--- src/rtl/usart_rx_fifo.sv ---
// usart_rx_fifo: 8N1 serial receiver feeding a byte FIFO with a valid/ready read port and sticky error flags
module usart_rx_fifo #(
  parameter int CLOCKS_PER_BIT = 868,
  parameter int CLOCKS_WAIT_FOR_RECEIVE = 434,
  parameter int FIFO_DEPTH_LOG2 = 4
) (
  input  logic                     clk,
  input  logic                     reset,
  input  logic                     rx,
  output logic [7:0]               rd_data,
  output logic                     rd_valid,
  input  logic                     rd_ready,
  output logic [FIFO_DEPTH_LOG2:0] fifo_count,
  output logic                     frame_err,
  output logic                     overflow,
  input  logic                     err_clear
);
  localparam int CW = $clog2(CLOCKS_PER_BIT);
  localparam logic [CW-1:0] BIT_END = CW'(CLOCKS_PER_BIT - 1);
  localparam logic [CW-1:0] START_END = CW'(CLOCKS_WAIT_FOR_RECEIVE - 1);
  typedef enum logic [1:0] {IDLE, START, DATA, STOP} state_t;
  state_t state;
  logic rx_m, rx_s;
  logic [CW-1:0] cnt;
  logic [2:0] idx;
  logic [7:0] shift;
  logic [7:0] mem [2**FIFO_DEPTH_LOG2];
  logic [FIFO_DEPTH_LOG2-1:0] wr_ptr, rd_ptr;
  logic stop_done, pop, push;
  always_comb begin
    rd_valid = fifo_count != '0;
    rd_data = rd_valid ? mem[rd_ptr] : '0;
    stop_done = state == STOP && cnt == BIT_END;
    pop = rd_valid && rd_ready;
    // the count MSB is set only when the FIFO is completely full
    push = stop_done && rx_s && (!fifo_count[FIFO_DEPTH_LOG2] || pop);
  end
  always_ff @(posedge clk) begin
    if (reset) begin
      state <= IDLE;
      rx_m <= 1'b1;
      rx_s <= 1'b1;
      cnt <= '0;
      idx <= '0;
      shift <= '0;
      wr_ptr <= '0;
      rd_ptr <= '0;
      fifo_count <= '0;
      frame_err <= 1'b0;
      overflow <= 1'b0;
    end else begin
      rx_m <= rx;
      rx_s <= rx_m;
      cnt <= (state == IDLE || cnt == BIT_END || (state == START && cnt == START_END)) ? '0 : cnt + 1'b1;
      case (state)
        IDLE: if (!rx_s) state <= START;
        START: if (cnt == START_END) begin
          state <= rx_s ? IDLE : DATA;
          idx <= '0;
        end
        DATA: if (cnt == BIT_END) begin
          shift[idx] <= rx_s;
          idx <= idx + 1'b1;
          if (idx == 3'd7) state <= STOP;
        end
        STOP: if (cnt == BIT_END) state <= IDLE;
      endcase
      if (push) wr_ptr <= wr_ptr + 1'b1;
      if (pop) rd_ptr <= rd_ptr + 1'b1;
      fifo_count <= (push && !pop) ? fifo_count + 1'b1 : (pop && !push) ? fifo_count - 1'b1 : fifo_count;
      frame_err <= !err_clear && (frame_err || (stop_done && !rx_s));
      overflow <= !err_clear && (overflow || (stop_done && rx_s && !push));
    end
  end
  always_ff @(posedge clk) begin
    if (push) mem[wr_ptr] <= shift;
  end
endmodule

--- config.mk ---
export PLATFORM = sky130hd
export DESIGN_NAME = usart_rx_fifo
export DESIGN_NICKNAME = d
export VERILOG_FILES = /design/src/rtl/usart_rx_fifo.sv
export SDC_FILE = /design/constraint.sdc
export NUM_CORES = 1
export LEC_CHECK = 0
export CORE_UTILIZATION = 61
export DETAILED_ROUTE_END_ITERATION = 12
export PLACE_DENSITY = 0.85
export SETUP_SLACK_MARGIN = 0.3
export SYNTH_ARGS = -nofsm -noshare
export SYNTH_HDL_FRONTEND = slang
export SYNTH_SLANG_ARGS = --single-unit
--- constraint.sdc ---
create_clock -name clk -period 4.1 [get_ports clk]
set_input_delay 1.23 -clock clk [delete_from_list [all_inputs] [get_ports clk]]
set_output_delay 1.23 -clock clk [all_outputs]
set_load 0.01 [all_outputs]
==> results.yml, run 1 <==
clock_tree:
  cts.sinks: 172
  clkSlewWorstSetupHoldPaths_ns: 0.06
  cts_root_buf: "clkbuf_16"
  hold_buffers: 0
  cts_tree: "built"
  clk_latency_ns: 0.41
  cts_inserted_buffers: 17
  clk_path_buf_depth: 2
  h-tree-depth: 4
yosys:
  synth-seq-cells: 172
  synth-seq-area-share_pct: 67.0
  syn_inst: 467
  synth_cell_types: 46
  yosys.area.top_type: "edfxtp_1"
  synth_fp_nets: 486
  synth_common_cells: "128 x edfxtp_1, 44 x dfxtp_1, 43 x nor2_1"
  synth_area_leaders: "edfxtp_1 55%, dfxtp_1 12%, mux4_2 10%"
  postSynthAreaPerCell_um2: 15.1
  async_flop_share_pct: 0
  synth_edf_count: 128
  syn-cell-area_mm2: 0.00705
  ys_warn_count: 0
  synth_flop_cell: "edfxtp_1"
  synth.top_cell.area_share_pct: 54.5
  yosysMostFrequentCell: "edfxtp_1"
sta:
  setup_viol: 0
  fin_crit_ns: 3.77
  clock_skew_ns: 0.00930
  hold_viol_final: 0
  maxSlewViolCount: 0
  fmax_mhz: 265
  setup_tns_ns: 0
  timing.final.crit_share_pct: 91.9
  tightest_slew_ns: 0.754
  rsz0062_at_grt: "yes"
  relSlewSlack_pct: 49.5
critical_path:
  worst-setup-path-type: "reg -> out"
  reg2reg_from: "cnt[0]"
  worst-r2r-setup-slack_ns: 0.82
  r2r_end: "fifo_count[4]"
  crit_arrival_ns: 2.54
  endpoint_kind: "primary output"
  required_ns: 2.87
  start_kind: "flop"
  ff2ff_path_depth: 11
  worstPathMaxFanout: 9
drt:
  wl_per_cell_um: 22.4
  drt_pass1_iterations: 5
  dr.first_iter.drc_count: 279
  via_count: 4163
  drc: 0
  vias_per_cell: 6.30
  wl_um: 14800
  antenna_left: 0
run:
  maxCapViolCount: 0
final_layout:
  nets: 527
  layout-drive-gt1-share_pct: 19.0
  area_growth_pct: 17.1
  fill_cells: 670
  num_antenna_cells: 0
  finalNonFillerCells: 661
status:
  status: "finished clean"
pwr:
  power_mw: 4.56
  comb_power_share_pct: 18.4
  p_per_area_mw_per_mm2: 552
  seqPwrFrac_pct: 42.7
  peakVddDrop_mv: 0.450
  switching_share_pct: 24.2
  p_int_mw: 3.46
  p_clk_share_pct: 38.9
  p_switching_mw: 1.10
  leakage_nw: 2.91
worst_hold_path:
  min_from: "rx_m"
  min_path_type: "reg -> reg"
  hold-path-endpoint: "rx_s"
  min_path_cells: 1
floorplan:
  die_area_mm2: 0.0120
  die_h_um: 110
  core_mm2: 0.0110
  die_w_um: 110
  num_rows: 38
  io_pins: 21
  start_util_pct: 63.9
global_routing:
  grt_max_degree: 33
  grt_usage_pct: 27.5
  grt_pass1_wl_um: 23000
  grt_overflow: 0
  antenna_found_initial: 0
  grt_pass1_vias: 4113
placement:
  dp.cells: 625
  gp_congestion: 0.800
  hpwlAfterDp_um: 9000
  port_buffers: 20
==> flip-flops by register name (all words and copies together), names as in the netlist, named ones only <==
register / count
idx: 3
rd_ptr: 4
rx_s: 1
shift: 8
overflow: 1
rx_m: 1
frame_err: 1
fifo_count: 5
cnt: 10
state: 1
mem: 128
wr_ptr: 4
==> how the worst max path moves through the flow <==
stage	from	end	depth (start not counted)
2_1_floorplan	cnt[0]	fifo_count[4]	11
3_3_place_gp	rd_ready	fifo_count[4]	10
3_5_place_dp	rd_ready	fifo_count[4]	10
4_1_cts	flop	rd_data[2]	6
5_1_grt	flop	rd_data[2]	6
6_report	flop	rd_data[2]	6
==> through the flow <==
step / setup WS, ns / area (um^2) / hold slack [ns] / utilization (%)
CTS: 0.308 / 8250 / 0.432 / 74.8
floorplan: 0.710 / 7050 / 0.389 / -
global route: 0.204 / 8260 / 0.439 / 74.9
global placement: 0.306 / 7530 / 0.395 / 68.3
finish: 0.332 / 8260 / 0.423 / 74.9
detailed placement: 0.259 / 7530 / 0.414 / 68.3
==> layer usage <==
layer	global-route usage (%)	vias to the layer above	wire length, um
met5	0	-	0
met4	11.9	0	395
met3	6.11	29	909
met2	46.2	161	7550
met1	34.5	2101	5940
li1	-	1872	-
==> power by group through the flow <==
stage | clock [mW] | combinational [mW] | sequential (mW)
after floorplan | 0 | 0.506 | 1.97
after global placement | 0 | 0.774 | 1.99
after detailed placement | 0 | 0.794 | 1.99
after CTS | 1.79 | 0.830 | 1.95
after global routing | 1.86 | 0.903 | 1.96
final | 1.77 | 0.837 | 1.95
==> critical path: stages, from the launching register on <==
cell and delay [ns]:
dfxtp_4 0.47, buf_12 0.15, mux4_2 0.47, nor2b_1 0.14
a211oi_1 0.28, a211oi_1 0.08, clkdlybuf4s50_1 0.51
==> cells by family after synthesis <==
logic type / count (synthesis) / synth area share (%)
mux: 48 / 12.5
fa+ha+maj: 14 / 2.59
compound gates: 49 / 4.58
buf+inv: 40 / 2.24
simple gates: 132 / 9.58
xor+xnor: 12 / 1.49
flops: 172 / 67.0
==> area by class of cell <==
cell class	count	area (um^2)	area share [%]
clock buffers	20	437	5.29
repair buffers	49	472	5.71
well taps	140	175	2.12
inverters	13	48.8	0.591
multi-input cells	255	2180	26.4
clock inverters	12	219	2.65
flip-flops and latches	172	4730	57.3
==> cells in the final DEF, fill, tap and decap left out, drive strengths merged, types with 13 or more instances in the layout <==
| cell type | n |
|---|---|
| edfxtp | 128 |
| dfxtp | 44 |
| nor2 | 43 |
| mux4 | 32 |
| buf | 29 |
| clkdlybuf4s50 | 20 |
| clkbuf | 20 |
| nand2 | 17 |
| a21oi | 16 |
| a211oi | 16 |
| mux2i | 15 |
| nand3 | 14 |
| inv | 13 |
| ha | 13 |
==> repair_timing <==
action | CTS | global route
gates resized for setup | 3 | 1
buffers inserted | 3 | 1
setup endpoints to repair | 8 | 8
pin swaps | 0 | 0
No activity file was read; power rests on OpenSTA's default activity.
==> run 2: changes to the inputs <==
Settings changed: CTS_CLUSTER_SIZE set to 24, GPL_TIMING_DRIVEN set to 0.
==> run 2 against run 1 <==
  * Worst setup slack better by 0.10 ns
  * Non-clock buffer count down 1
  * Clock skew increased by 0.0011 ns
  * Worst hold slack worse by 0.00079 ns
  * Count of clock-buffer cells in the layout rose by 5
  * Critical path depth down 2
  * Sequential power barely moved
  * Design area down 0.71%
  * Utilization down 0.53 points
  * Critical path type unchanged
  * Largest cell class unchanged
==> results.yml, run 2 (same netlist as run 1, synthesis figures left out) <==
critical_path:
  worstPathMaxFanout: 9
  crit_arrival_ns: 2.43
  crit_slowest_cell: "or4_1"
  required_ns: 2.87
  crit_buf_inv: 2
  worst-setup-path-type: "reg -> out"
  crit_chain: "or4_1 > nor2_2 > inv_1 > clkdlybuf4s50_1"
  slowest_delay_ns: 0.60
  crit_family: "simple AND/OR/NAND/NOR gates"
  start_kind: "flop"
  endpoint_kind: "primary output"
sta:
  whs_ns: 0.422
  maxSlewViolCount: 0
  hold_viol_final: 0
  relSlewSlack_pct: 14.2
  fmax_mhz: 273
  timing.final.crit_share_pct: 89.4
  fin_crit_ns: 3.66
  setup_viol: 0
  clock_skew_ns: 0.0104
  rsz0062_at_grt: "no"
  tightest_slew_ns: 1.28
final_layout:
  final_cell_mix: "128 x edfxtp_1, 44 x dfxtp_1, 42 x nor2_1, 32 x mux4_2, 20 x clkbuf_16"
  largest_reg_flops: 128
  nets: 526
  final_util_pct: 74.3
  layout-drive-gt1-share_pct: 18.7
  final_area_mm2: 0.00820
  mostFrequentLayoutCell: "edfxtp_1"
  reg_top3: "mem (128), cnt (10), shift (8)"
  finalNonFillerCells: 660
  area_growth_pct: 16.3
  top_register: "mem"
  num_antenna_cells: 0
placement:
  dp.cells: 627
  post_dp_cell_area_mm2: 0.00743
  hpwlAfterDp_um: 9100
  gp_congestion: 0.851
  port_buffers: 20
clock_tree:
  clkSlewWorstSetupHoldPaths_ns: 0.06
  cts_root_buf: "clkbuf_16"
  post_cts_buffers: 0
  cts_inserted_buffers: 17
  clk_latency_ns: 0.42
  h-tree-depth: 4
  hold_buffers: 0
  cts_tree: "built"
  clk_path_buf_depth: 2
  cts.sinks: 172
drt:
  routed.top_layer: "met4"
  dr.first_iter.drc_count: 370
  via_count: 4161
  wl_met2_um: 7740
  drc: 0
  wl_um: 14900
  wl_per_cell_um: 22.7
  drt_pass1_iterations: 5
  antenna_left: 0
  wl_met3_um: 875
  vias_per_cell: 6.30
  wl_met1_um: 6050
floorplan:
  start_util_pct: 63.9
  io_pins: 21
  die_area_mm2: 0.0120
  die_h_um: 110
  core_mm2: 0.0110
  num_rows: 38
  die_w_um: 110
status:
  status: "finished clean"
global_routing:
  antenna_found_initial: 0
  grt_max_degree: 18
  grt_usage_pct: 27.0
  grt_pass1_vias: 4128
  grt_pass1_wl_um: 22700
  grt_overflow: 0
pwr:
  p_per_area_mw_per_mm2: 544
  leakage_nw: 2.92
  peakVddDrop_mv: 0.471
run:
  maxCapViolCount: 0
worst_hold_path:
  min_path_type: "reg -> reg"
## run 2: cell types whose count changed in the layout (fill, tap and decap cells not counted), sizes merged
| cell | before | now |
|---|---|---|
| clkbuf | 20 | 44 |
| buf | 29 | 9 |
| clkdlybuf4s50 | 20 | 12 |
| dlygate4sd2 | 0 | 7 |
| bufinv | 6 | 2 |
| inv | 13 | 16 |
| clkinv | 4 | 2 |
| clkinvlp | 2 | 0 |
| dlymetal6s2s | 0 | 1 |
## run 2: path summary, 6_finish.rpt
| path | from | to | slack [ns] | cells after the start |
|---|---|---|---|---|
| min | rx_m | rx_s | 0.42 | 1 |
| max reg2reg | cnt[0] | fifo_count[4] | 0.69 | 11 |
| min reg2reg | rx_m | rx_s | 0.42 | 1 |
| max | fifo_count[0] | rd_valid | 0.44 | 4 |
## run 2: cell type report
type | count | area, um^2
timing repair buffer | 21 | 199
clock inverter | 7 | 95.1
sequential | 172 | 4720
tap | 140 | 175
fill | 651 | 2830
inverter | 13 | 48.8
clock buffer | 25 | 544
buffer | 27 | 176
multi-input combinational | 255 | 2230
## run 2: where the power goes
group,total [mW],switching [mW],internal (mW)
Combinational,0.834,0.448,0.386
Sequential,1.94,0.0496,1.89
Clock,1.69,0.636,1.05
## run 2: stage by stage
stage	total power [mW]	setup WS (ns)	setup TNS, ns
3_5_place_dp	2.76	-0.0929	-0.319
6_report	4.46	0.436	0
3_3_place_gp	2.73	-0.0396	-0.0757
5_1_grt	4.61	0.326	0
2_1_floorplan	2.48	0.710	0
4_1_cts	4.46	0.216	0
## run 2: timing repair
item / 4_1_cts / 5_1_grt
setup endpoints to repair: 43 / 4
pin swaps: 0 / 0
gates resized for setup: 37 / 9
hold endpoints to repair: 0 / 0
## run 2: per-layer routing
layer  GRT usage [%]  up-vias
met5               0        -
met4            10.9        0
met3            5.33       26
met2            46.0      191
met1            34.2     2077
li1                -     1867
